## src/rtl/serial_sub_if.sv

```systemverilog
// rtl/serial_sub_if.sv - start/busy/done operand and result bundle for serial_sub
interface serial_sub_if #(
  parameter int WIDTH = 8
);
  logic             start;
  logic [WIDTH-1:0] a;
  logic [WIDTH-1:0] b;
  logic             busy;
  logic             done;
  logic [WIDTH-1:0] diff;
  logic             bout;

  // Requester drives the operands and start; the subtractor answers with status and result.
  modport master (
    output start, a, b,
    input  busy, done, diff, bout
  );

  modport slave (
    input  start, a, b,
    output busy, done, diff, bout
  );
endinterface

```

## src/rtl/serial_sub.sv

```systemverilog
// rtl/serial_sub.sv - bit-serial LSB-first unsigned subtractor with registered borrow
module serial_sub #(
  parameter int WIDTH = 8
) (
  input  logic        clk,
  input  logic        rst_n,
  serial_sub_if.slave bus
);
  localparam int CW = $clog2(WIDTH + 1);

  typedef enum logic [1:0] {
    S_IDLE,
    S_RUN,
    S_DONE
  } state_t;

  state_t           r_state;
  state_t           w_next_state;
  logic [WIDTH-1:0] r_sa;
  logic [WIDTH-1:0] r_sb;
  logic [WIDTH-1:0] r_sr;
  logic             r_br;
  logic [CW-1:0]    r_cnt;
  logic [WIDTH-1:0] r_diff;
  logic             r_bout;

  logic             w_d;
  logic             w_bnext;
  logic             w_last;

  // Full-subtract cell on the current LSBs, using the borrow carried from the previous bit.
  assign w_d     = r_sa[0] ^ r_sb[0] ^ r_br;
  assign w_bnext = (~r_sa[0] & r_sb[0]) | (~(r_sa[0] ^ r_sb[0]) & r_br);
  assign w_last  = (r_cnt == CW'(WIDTH - 1));

  // State register; reset abandons any operation in flight.
  always_ff @(posedge clk or negedge rst_n) begin
    if (!rst_n) begin
      r_state <= S_IDLE;
    end else begin
      r_state <= w_next_state;
    end
  end

  // Next state: start is only honoured in IDLE, DONE always lasts one cycle.
  always_comb begin
    w_next_state = r_state;
    case (r_state)
      S_IDLE:  if (bus.start) w_next_state = S_RUN;
      S_RUN:   if (w_last) w_next_state = S_DONE;
      S_DONE:  w_next_state = S_IDLE;
      default: w_next_state = S_IDLE;
    endcase
  end

  // Datapath: capture on accept, shift one bit per RUN cycle, publish result on the last bit.
  always_ff @(posedge clk or negedge rst_n) begin
    if (!rst_n) begin
      r_sa   <= '0;
      r_sb   <= '0;
      r_sr   <= '0;
      r_br   <= 1'b0;
      r_cnt  <= '0;
      r_diff <= '0;
      r_bout <= 1'b0;
    end else begin
      case (r_state)
        S_IDLE: begin
          if (bus.start) begin
            r_sa  <= bus.a;
            r_sb  <= bus.b;
            r_br  <= 1'b0;
            r_cnt <= '0;
          end
        end
        S_RUN: begin
          r_sa  <= r_sa >> 1;
          r_sb  <= r_sb >> 1;
          r_sr  <= {w_d, r_sr[WIDTH-1:1]};
          r_br  <= w_bnext;
          r_cnt <= r_cnt + CW'(1);
          if (w_last) begin
            r_diff <= {w_d, r_sr[WIDTH-1:1]};
            r_bout <= w_bnext;
          end
        end
        default: ;
      endcase
    end
  end

  assign bus.busy = (r_state == S_RUN);
  assign bus.done = (r_state == S_DONE);
  assign bus.diff = r_diff;
  assign bus.bout = r_bout;
endmodule
```

## src/flat_wrapper.sv

```systemverilog
// flat-port wrapper written by rule: the top's interface ports become plain ports
module serial_sub_flat 
#(
  parameter int WIDTH = 8
)
  (clk, rst_n, bus_start, bus_a, bus_b, bus_busy, bus_done, bus_diff, bus_bout);
  serial_sub_if #(.WIDTH(WIDTH)) bus_i ();
  input  logic clk;
  input  logic rst_n;
  input wire logic [$bits(bus_i.start)-1:0] bus_start;
  input wire logic [$bits(bus_i.a)-1:0] bus_a;
  input wire logic [$bits(bus_i.b)-1:0] bus_b;
  output wire logic [$bits(bus_i.busy)-1:0] bus_busy;
  output wire logic [$bits(bus_i.done)-1:0] bus_done;
  output wire logic [$bits(bus_i.diff)-1:0] bus_diff;
  output wire logic [$bits(bus_i.bout)-1:0] bus_bout;
  assign bus_i.start = bus_start;
  assign bus_i.a = bus_a;
  assign bus_i.b = bus_b;
  assign bus_busy = bus_i.busy;
  assign bus_done = bus_i.done;
  assign bus_diff = bus_i.diff;
  assign bus_bout = bus_i.bout;
  serial_sub #(.WIDTH(WIDTH)) u_core (.clk(clk), .rst_n(rst_n), .bus(bus_i));
endmodule
```

## config.mk

```make
export PLATFORM = sky130hd
export DESIGN_NAME = serial_sub_flat
export DESIGN_NICKNAME = d
export VERILOG_FILES = /design/src/rtl/serial_sub_if.sv /design/src/rtl/serial_sub.sv /design/src/flat_wrapper.sv
export SDC_FILE = /design/constraint.sdc
export NUM_CORES = 1
export LEC_CHECK = 0
export BUFFER_PORTS_ARGS = -buffer_cell sky130_fd_sc_hd__buf_2
export CAP_MARGIN = 0
export CORE_ASPECT_RATIO = 1.25
export CORE_MARGIN = 4
export CORE_UTILIZATION = 30
export DETAILED_ROUTE_END_ITERATION = 8
export HOLD_SLACK_MARGIN = 0.02
export PLACE_DENSITY_LB_ADDON = 0.08
export SYNTH_ARGS = -nofsm -noshare
export SYNTH_HDL_FRONTEND = slang
export SYNTH_SLANG_ARGS = --single-unit
export TNS_END_PERCENT = 1
```

## constraint.sdc

```tcl
create_clock -name clk -period 2.7 [get_ports clk]
set_input_delay 0.405 -clock clk [delete_from_list [all_inputs] [get_ports clk]]
set_output_delay 0.405 -clock clk [all_outputs]
set_load 0.02 [all_outputs]
```

==> results.yml, run 1 <==
cts:
  number_of_instances_resized_during_post_cts_repair: 0
  clk_path_buf_depth: 2
  h-tree-depth: 2
  cts_tree: "yes"
  clockRootBuffer: "sky130_fd_sc_hd__clkbuf_8"
  cts_setup_buffers: 0
  numCtsBuffers: 5
  cts_sinks: 39
  clock_pin_slew_of_the_registers_on_the_worst_case_setup_and_hold_paths_ns: 0.07
  cts_hold_buf: 0
  clkLatencyLatePin_ns: 0.28
cells_and_area:
  register_area_um2: 976
  final_layout_size_suffix_gt1_share_pct: 25.6
  n_fill_cell: 571
  multi_input_area_um2: 689
  finalNetCount: 216
  antenna_cells: 0
  layout-area-overhead-vs-synth_pct: 17.5
synthesis:
  synth.net_count: 185
  synthDominantAreaCellType: "sky130_fd_sc_hd__dfrtp_1"
  ys_ff_latch: 39
  synth.top_cell.area_share_pct: 56.6
  yosys_warnings: 0
  synth-seq-area-share_pct: 56.6
  synth_top_cells_by_count: "39 x sky130_fd_sc_hd__dfrtp_1, 30 x sky130_fd_sc_hd__nand2_1, 17 x sky130_fd_sc_hd__o21ai_0"
  synthCells: 164
  mappedNetlistArea_um2: 1730
  post_synth_num_cell_types: 24
  synth_edf_count: 0
  yosys.cell_count.top_type: "sky130_fd_sc_hd__dfrtp_1"
  syn_avg_cell_area_um2: 10.5
  synthTopCellsByArea: "sky130_fd_sc_hd__dfrtp_1 57%, sky130_fd_sc_hd__nand2_1 6.5%, sky130_fd_sc_hd__a22oi_1 6.1%"
  async_reset_ff_share_pct: 100
  ys.flop_type: "sky130_fd_sc_hd__dfrtp_1"
power:
  power.static_leakage_nw: 0.949
  power-per-cell-area_nw_per_um2: 1050
  worst_ir_drop_vdd_mv: 0.314
worst_setup_path:
  kind_of_end_point_of_the_critical_path: "register"
  series_of_cell_instances_along_the_critical_path: "nand2b_1 -> nor3_4 -> mux2_2"
  worst_ep_required_time_ns: 2.87
  critPathArrivalTime_ns: 1.92
  start_kind: "register"
  crit_type: "reg -> reg"
  critPathSlowestCell: "sky130_fd_sc_hd__nor3_4"
  worstPathMaxFanout: 11
  crit_path_max_incr_delay_ns: 0.54
detailed_routing:
  drt_pre_antenna_iters: 4
  wl_um: 3690
  ant_nets: 0
  remaining_drc_errors: 0
  detail_route.iter0.violations: 54
  detailroute.via_count: 1317
  vias_per_cell: 5.08
  detail_route.wl_per_cell_um: 14.2
timing:
  final.min_clock_period_ns: 1.75
  slew_violations: 0
  totalNegativeSetupSlack_ns: 0
  timing_worst_slew_pin_value_ns: 0.871
  setup_viol: 0
  rsz_0062_raised_after_global_routing: "no"
  max_clock_freq_ghz: 0.571
  timing_hold_violations_final: 0
  clock-skew-final_ns: 0.00418
  min_period_over_period_pct: 64.9
  timing.max_slew.rel_slack_pct: 41.9
  layout_setup_ws_ns: 0.949
floorplanning:
  design.die.area_um2: 7040
  die-width_um: 75.8
  core_area_um2: 5520
  io-pin-count: 30
  initial_utilization_pct: 31.3
  row_count: 30
  chipHeight_um: 92.8
place:
  dpl.hpwl_um: 2450
  io_buffer_count: 29
  dp_worst_setup_slack_ns: 0.906
  gp_congestion: 0.752
grt:
  grt_max_degree: 40
  grt_util_all_layers_pct: 11.3
  grt_first_pass_wirelength_um: 6180
  grt_antenna_before_repair: 0
  grt_pass1_vias: 1363
  globalRoute.totalOverflow: 0
worst_hold_path:
  min_path_type: "in -> async"
run:
  max-cap-violations: 0
status:
  outcome: "finished, final reports clean"
cells by family (layout without fill, tap and decap cells):
group / Yosys count / in the layout / share of synthesized area (%)
AO/OA/AOI/OAI: 50 / 50 / 17.9
adder cells (fa/ha/maj): 2 / 2 / 1.89
AND/OR/NAND/NOR: 49 / 49 / 13.8
flip-flops: 39 / 39 / 56.6
buffers and inverters: 14 / 45 / 3.48
multiplexers: 10 / 10 / 6.38
worst paths after layout:
kind / startpoint / end / slack (ns) / depth (start not counted)
max in group asynchronous: rst_n / u_core.r_sa[1]$_DFFE_PN0P_ / 1.93 / 1
min in group clk: bus_a[0] / u_core.r_sa[0]$_DFFE_PN0P_ / 0.40 / 3
hold / removal: rst_n / u_core.bus.diff[0]$_DFFE_PN0P_ / 0.23 / 1
setup / recovery: u_core.r_state[1]$_DFFE_PN0P_ / u_core.bus.diff[3]$_DFFE_PN0P_ / 0.95 / 3
setup reg to reg: u_core.r_state[1]$_DFFE_PN0P_ / u_core.bus.diff[3]$_DFFE_PN0P_ / 0.95 / 3
hold reg to reg: u_core.r_sr[1]$_DFFE_PN0N_ / u_core.r_sr[1]$_DFFE_PN0N_ / 0.48 / 2
per-stage QoR:
stage | instance area [µm²] | hold WS (ns) | total power [mW] | std cells | util (%)
2_1_floorplan | 1730 | 0.109 | 1.51 | 164 | -
3_3_place_gp | 1940 | 0.463 | 1.74 | 252 | 35.1
3_5_place_dp | 1940 | 0.473 | 1.76 | 252 | 35.1
4_1_cts | 2030 | 0.272 | 2.17 | 259 | 36.7
5_1_grt | 2030 | 0.299 | 2.31 | 259 | 36.7
6_report | 2030 | 0.235 | 2.13 | 259 | 36.7
registers in the layout, summed over array words and instances (netlist names):
name and cells:
u_core.r_sb 8, u_core.r_br 1, u_core.bus.diff 8, u_core.r_sa 8
u_core.r_cnt 4, u_core.r_state 2, u_core.bus.bout 1, u_core.r_sr 7
critical path, delay by kind of cell (launching register included):
family / cells / cell delay, ns
and+or+nand+nor: 2 / 0.88
DFF: 1 / 0.37
muxes: 1 / 0.39
power breakdown:
| part | internal [mW] | leakage (nW) | switching (mW) |
|---|---|---|---|
| Clock | 0.200 | 0.0470 | 0.193 |
| Combinational | 0.325 | 0.402 | 0.442 |
| Sequential | 0.814 | 0.500 | 0.153 |
| Total | 1.34 | 0.949 | 0.788 |
cell usage in the layout (no fill, tap or decap):
cell / netlist / layout
sky130_fd_sc_hd__a21oi_1: 12 / 12
sky130_fd_sc_hd__a22o_1: 2 / 2
sky130_fd_sc_hd__a22oi_1: 14 / 14
sky130_fd_sc_hd__a2bb2oi_1: 1 / 1
sky130_fd_sc_hd__a31oi_1: 1 / 1
sky130_fd_sc_hd__a41oi_1: 1 / 1
sky130_fd_sc_hd__buf_2: 3 / 29
sky130_fd_sc_hd__buf_4: 1 / 4
sky130_fd_sc_hd__clkbuf_8: 0 / 6
sky130_fd_sc_hd__clkinv_2: 0 / 1
sky130_fd_sc_hd__dfrtp_1: 39 / 39
sky130_fd_sc_hd__fa_1: 1 / 1
sky130_fd_sc_hd__ha_1: 1 / 1
sky130_fd_sc_hd__inv_1: 5 / 5
sky130_fd_sc_hd__mux2_2: 8 / 8
sky130_fd_sc_hd__mux2i_1: 2 / 2
sky130_fd_sc_hd__nand2_1: 30 / 30
sky130_fd_sc_hd__nand2b_1: 2 / 2
sky130_fd_sc_hd__nand3_1: 1 / 1
sky130_fd_sc_hd__nor2_1: 1 / 1
sky130_fd_sc_hd__nor2b_1: 14 / 14
sky130_fd_sc_hd__nor3_4: 1 / 1
sky130_fd_sc_hd__o21ai_0: 17 / 17
sky130_fd_sc_hd__o21bai_2: 1 / 1
sky130_fd_sc_hd__o22ai_1: 1 / 1
layer usage:
| layer | share of wire (%) | wire (µm) | vias up | track usage, % |
|---|---|---|---|---|
| met5 | 0 | 0 | - | 0 |
| met4 | 1.6 | 58 | 0 | 4.37 |
| met3 | 5.8 | 214 | 6 | 3.69 |
| met2 | 48 | 1770 | 36 | 18.1 |
| met1 | 45 | 1640 | 646 | 13.7 |
| li1 | - | - | 629 | - |
final cells by class:
type	instances	area share [%]
Timing Repair Buffer	33	8.64
Multi-Input combinational cell	111	34.0
Tap cell	64	3.95
Sequential cell	39	48.1
Clock buffer	6	4.07
Inverter	5	0.926
Clock inverter	1	0.247
Note: power is estimated with default switching activity, not from simulation.
==> inputs of run 2 (changes only) <==
==> constraint.sdc (replaced) <==
create_clock -name clk -period 1.8 [get_ports clk]
set_input_delay 0.27 -clock clk [delete_from_list [all_inputs] [get_ports clk]]
set_output_delay 0.27 -clock clk [all_outputs]
set_load 0.02 [all_outputs]
==> results.yml, run 2 (synthesis results as in run 1) <==
cts:
  number_of_instances_resized_during_post_cts_repair: 0
  cts_tree: "yes"
  cts_setup_buffers: 0
  numCtsBuffers: 5
  h-tree-depth: 2
  cts_hold_buf: 1
  cts_sinks: 39
  clockRootBuffer: "sky130_fd_sc_hd__clkbuf_8"
  clkLatencyLatePin_ns: 0.29
  clk_path_buf_depth: 2
  clock_pin_slew_of_the_registers_on_the_worst_case_setup_and_hold_paths_ns: 0.08
cells_and_area:
  final_cells: 265
  antenna_cells: 0
  final_core_util_pct: 38.0
  layout-area-overhead-vs-synth_pct: 21.5
  final_layout_size_suffix_gt1_share_pct: 27.4
  final_common_cell: "sky130_fd_sc_hd__dfrtp_1"
  mostFrequentLayoutCells: "39 x sky130_fd_sc_hd__dfrtp_1, 30 x sky130_fd_sc_hd__nand2_1, 29 x sky130_fd_sc_hd__buf_2"
  finalNetCount: 221
power:
  power-per-cell-area_nw_per_um2: 1570
  power.static_leakage_nw: 0.981
  worst_ir_drop_vdd_mv: 0.507
grt:
  globalRoute.totalOverflow: 0
  grt_first_pass_wirelength_um: 6350
  grt_pass1_vias: 1347
  grt_util_all_layers_pct: 11.8
  grt_max_degree: 23
  grt_antenna_before_repair: 0
worst_setup_path:
  kind_of_end_point_of_the_critical_path: "register"
  start_kind: "register"
  timing.reg2reg.setup_slack_ns: 0.14
  r2r-end: "u_core.bus.diff[6]$_DFFE_PN0P_"
  worst_ep_required_time_ns: 1.97
  critPathArrivalTime_ns: 1.83
  rr_worst_depth: 4
  worstReg2RegStart: "u_core.r_cnt[0]$_DFFE_PN0P_"
  series_of_cell_instances_along_the_critical_path: "ha_1 -> nand2_1 -> nor3_4 -> mux2_2"
  worst_path_dominant_cell_family: "simple AND/OR/NAND/NOR gates"
  crit_type: "reg -> reg"
  worstPathMaxFanout: 9
  path_buf_inv: 0
  crit_path_max_incr_delay_ns: 0.41
  critPathSlowestCell: "sky130_fd_sc_hd__dfrtp_1"
detailed_routing:
  remaining_drc_errors: 0
  detail_route.iter0.violations: 65
  drt_pre_antenna_iters: 4
  wl_um: 3780
  dr_wl_met2_um: 1870
  wl_met1_um: 1690
  vias_per_cell: 4.95
  detailroute.wirelength.met3_um: 179
  detail_route.wl_per_cell_um: 14.3
  dr.max_layer_used: "met4"
  detailroute.via_count: 1311
  ant_nets: 0
place:
  gp_congestion: 0.731
  placed_cells: 256
  dpl.hpwl_um: 2650
  io_buffer_count: 29
timing:
  clock-skew-final_ns: 0.00659
  final.min_clock_period_ns: 1.66
  setup_viol: 0
  rsz_0062_raised_after_global_routing: "no"
  slew_violations: 0
  max_clock_freq_ghz: 0.603
  timing_worst_slew_pin_value_ns: 0.503
  timing.max_slew.rel_slack_pct: 66.4
  timing_hold_violations_final: 0
  min_period_over_period_pct: 92.1
  totalNegativeSetupSlack_ns: 0
  final.hold.worst_slack_ns: 0.269
floorplanning:
  initial_utilization_pct: 31.3
  core_area_um2: 5520
  row_count: 30
  io-pin-count: 30
  design.die.area_um2: 7040
  chipHeight_um: 92.8
  die-width_um: 75.8
worst_hold_path:
  worstHoldStart: "bus_a[7]"
  min_path_type: "in -> reg"
  hold-path-cell-count: 3
  hold_path_end: "u_core.r_sa[7]$_DFFE_PN0P_"
status:
  outcome: "finished, final reports clean"
run:
  max-cap-violations: 0
## run 2: worst max path at each step
stage | startpoint | end | slack, ns | cells past startpoint
2_1_floorplan | u_core.r_state[1]$_DFFE_PN0P_ | bus_done | 0.31 | 3
3_3_place_gp | u_core.r_cnt[0]$_DFFE_PN0P_ | u_core.bus.diff[6]$_DFFE_PN0P_ | 0.21 | 4
3_5_place_dp | u_core.r_cnt[0]$_DFFE_PN0P_ | u_core.bus.diff[6]$_DFFE_PN0P_ | 0.15 | 4
4_1_cts | u_core.r_state[1]$_DFFE_PN0P_ | bus_busy | 0.12 | 3
5_1_grt | u_core.r_state[1]$_DFFE_PN0P_ | bus_busy | 0.05 | 3
6_report | u_core.r_cnt[0]$_DFFE_PN0P_ | u_core.bus.diff[6]$_DFFE_PN0P_ | 0.14 | 4
## run 2: stage by stage
step	power, mW	setup WS (ns)	instance area [µm²]
3_3_place_gp	2.64	0.215	1980
3_5_place_dp	2.69	0.151	1980
4_1_cts	3.36	0.115	2100
5_1_grt	3.59	0.0465	2100
2_1_floorplan	2.27	0.313	1730
6_report	3.30	0.142	2100
## run 2: routing by layer
| metal | vias up | track usage [%] |
|---|---|---|
| li1 | 638 | - |
| met3 | 4 | 3.58 |
| met1 | 642 | 15.0 |
| met2 | 27 | 18.4 |
| met4 | 0 | 4.52 |
| met5 | - | 0 |
## run 2: area by class of cell
type	instances	area, µm²
Tap cell	64	80.1
Clock buffer	7	96.3
Sequential cell	39	976
Clock inverter	1	7.51
Multi-Input combinational cell	111	689
Inverter	5	18.8
Fill cell	556	3420
Timing Repair Buffer	38	228
## run 2: power by group
part	switching [mW]	leakage [nW]	internal, mW	total [mW]
Clock	0.306	0.0505	0.349	0.655
Combinational	0.675	0.431	0.519	1.19
Sequential	0.228	0.500	1.22	1.45
## run 2: worst min-delay path, delay by kind of cell
family                 cells  cell delay, ns
AOI/OAI and AO/OA          2            0.17
buffers and inverters      1            0.08
==> inputs of run 3 (changes only) <==
--- a/config.mk
+++ b/config.mk
@@ -11,6 +11,7 @@
 export CORE_MARGIN = 4
 export CORE_UTILIZATION = 30
 export DETAILED_ROUTE_END_ITERATION = 8
+export GPL_TIMING_DRIVEN = 0
 export HOLD_SLACK_MARGIN = 0.02
 export PLACE_DENSITY_LB_ADDON = 0.08
 export SYNTH_ARGS = -nofsm -noshare
==> results.yml, run 3 (synthesis results as in run 1) <==
status:
  outcome: "finished, final reports clean"
grt:
  grt_util_all_layers_pct: 12.3
  grt_antenna_before_repair: 0
  globalRoute.totalOverflow: 0
  grt_pass1_vias: 1400
  grt_max_degree: 40
  grt_first_pass_wirelength_um: 6630
floorplanning:
  io-pin-count: 30
  core_area_um2: 5520
  initial_utilization_pct: 31.3
  chipHeight_um: 92.8
  row_count: 30
  die-width_um: 75.8
  design.die.area_um2: 7040
timing:
  totalNegativeSetupSlack_ns: 0
  timing.max_slew.rel_slack_pct: 41.7
  timing_hold_violations_final: 0
  max_clock_freq_ghz: 0.595
  rsz_0062_raised_after_global_routing: "no"
  slew_violations: 0
  clock-skew-final_ns: 0.00409
  timing_worst_slew_pin_value_ns: 0.874
  min_period_over_period_pct: 93.3
  setup_viol: 0
  final.min_clock_period_ns: 1.68
worst_hold_path:
  min_path_type: "in -> async"
worst_setup_path:
  worstReg2RegStart: "u_core.r_cnt[0]$_DFFE_PN0P_"
  kind_of_end_point_of_the_critical_path: "primary output"
  critPathSlowestCell: "sky130_fd_sc_hd__dfrtp_1"
  crit_type: "reg -> out"
  crit_path_end: "bus_busy"
  path_buf_inv: 4
  worst_path_dominant_cell_family: "buffers and inverters"
  start_kind: "register"
  critPathArrivalTime_ns: 1.41
  series_of_cell_instances_along_the_critical_path: "nand2b_4 -> buf_4 -> inv_1 -> buf_6 -> buf_4"
  timing.reg2reg.setup_slack_ns: 0.15
  rr_worst_depth: 4
  path_depth: 5
  crit_path_max_incr_delay_ns: 0.46
  worst_ep_required_time_ns: 1.53
  r2r-end: "u_core.bus.diff[3]$_DFFE_PN0P_"
  worst_path_most_repeated_cell: "sky130_fd_sc_hd__buf_4"
  worstSetupStartpoint: "u_core.r_state[0]$_DFFE_PN0P_"
  worstPathMaxFanout: 10
cts:
  h-tree-depth: 2
  clkLatencyLatePin_ns: 0.28
  clk_path_buf_depth: 2
  cts_tree: "yes"
  clockRootBuffer: "sky130_fd_sc_hd__clkbuf_8"
  clock_pin_slew_of_the_registers_on_the_worst_case_setup_and_hold_paths_ns: 0.07
  numCtsBuffers: 5
  cts_hold_buf: 0
  cts_setup_buffers: 0
  cts_sinks: 39
power:
  power.share.clock_pct: 19.4
  power-per-cell-area_nw_per_um2: 1590
  combinationalPowerShare_pct: 36.2
  worst_ir_drop_vdd_mv: 0.395
  internal_power_mw: 2.09
  power.static_leakage_nw: 0.966
  switchingPower_mw: 1.19
  share_of_total_power_in_sequential_cells_pct: 44.4
  sw_frac_of_total_pct: 36.3
place:
  gp_congestion: 0.758
  io_buffer_count: 29
  dpl.hpwl_um: 2730
cells_and_area:
  mostFrequentLayoutCells: "39 x sky130_fd_sc_hd__dfrtp_1, 30 x sky130_fd_sc_hd__nand2_1, 29 x sky130_fd_sc_hd__buf_2"
  finalNetCount: 220
  final_common_cell: "sky130_fd_sc_hd__dfrtp_1"
  n_fill_cell: 580
  final_layout_size_suffix_gt1_share_pct: 27.0
  final_core_util_pct: 37.5
  layout-area-overhead-vs-synth_pct: 20.0
  antenna_cells: 0
detailed_routing:
  detail_route.wl_per_cell_um: 14.6
  ant_nets: 0
  wl_um: 3860
  remaining_drc_errors: 0
  detail_route.iter0.violations: 62
  vias_per_cell: 5.00
  drt_pre_antenna_iters: 4
  detailroute.via_count: 1320
run:
  max-cap-violations: 0
## run 3: worst register-to-register path, delay by kind of cell, from the launching register on
| kind | cells | cell delay [ns] |
|---|---|---|
| fa+ha+maj | 1 | 0.22 |
| flops | 1 | 0.41 |
| mux | 1 | 0.40 |
| simple gates | 2 | 0.52 |
## run 3: through the flow
stage | setup WS, ns | hold slack, ns | power [mW] | area, µm² | cells
floorplan | 0.313 | -0.0256 | 2.27 | 1730 | 164
global placement | 0.0139 | 0.435 | 2.61 | 1950 | 257
detailed placement | 0.0282 | 0.450 | 2.66 | 1950 | 257
CTS | 0.0128 | 0.134 | 3.33 | 2060 | 264
global route | 0.00734 | 0.181 | 3.57 | 2070 | 264
finish | 0.120 | 0.103 | 3.29 | 2070 | 264
## run 3: timing repair
action                                  in CTS  in global routing
endpoints found under the setup margin       2                  4
resized for setup                            4                  5
pin swaps                                    0                  0
## run 3: worst min path at each step
| stage | start | to | slack (ns) | cells after the start |
|---|---|---|---|---|
| floorplan | rst_n | u_core.bus.bout$_DFFE_PN0P_ | -0.03 | 0 |
| detailed placement | rst_n | u_core.r_sr[1]$_DFFE_PN0N_ | 0.45 | 1 |
| global route | rst_n | u_core.r_cnt[1]$_DFFE_PN0P_ | 0.18 | 1 |
| finish | rst_n | u_core.r_cnt[2]$_DFFE_PN0P_ | 0.10 | 1 |
| CTS | rst_n | u_core.r_cnt[2]$_DFFE_PN0P_ | 0.13 | 1 |
| global placement | rst_n | u_core.r_cnt[1]$_DFFE_PN0P_ | 0.44 | 1 |
## run 3: area by class of cell
| cell class | instances | area [µm²] | area share (%) |
|---|---|---|---|
| well taps | 64 | 80.1 | 3.87 |
| plain buffers | 8 | 48.8 | 2.36 |
| repair buffers | 29 | 148 | 7.13 |
| multi-input cells | 111 | 699 | 33.8 |
| inverters | 5 | 18.8 | 0.906 |
| clock buffers | 8 | 100 | 4.83 |
| flip-flops and latches | 39 | 976 | 47.1 |
## run 3: power by group through the flow
stage	clock network (mW)	logic (mW)	registers, mW
floorplan	0	0.730	1.54
global route	0.702	1.36	1.51
finish	0.638	1.19	1.46
CTS	0.672	1.20	1.46
detailed placement	0	1.18	1.47
global placement	0	1.15	1.46
## run 3: metal layers
| layer | GRT usage, % | vias to the layer above | wire length (µm) |
|---|---|---|---|
| met3 | 3.47 | 6 | 185 |
| li1 | - | 636 | - |
| met5 | 0 | - | 0 |
| met2 | 20.3 | 28 | 1980 |
| met1 | 15.4 | 650 | 1660 |
| met4 | 3.50 | 0 | 46 |
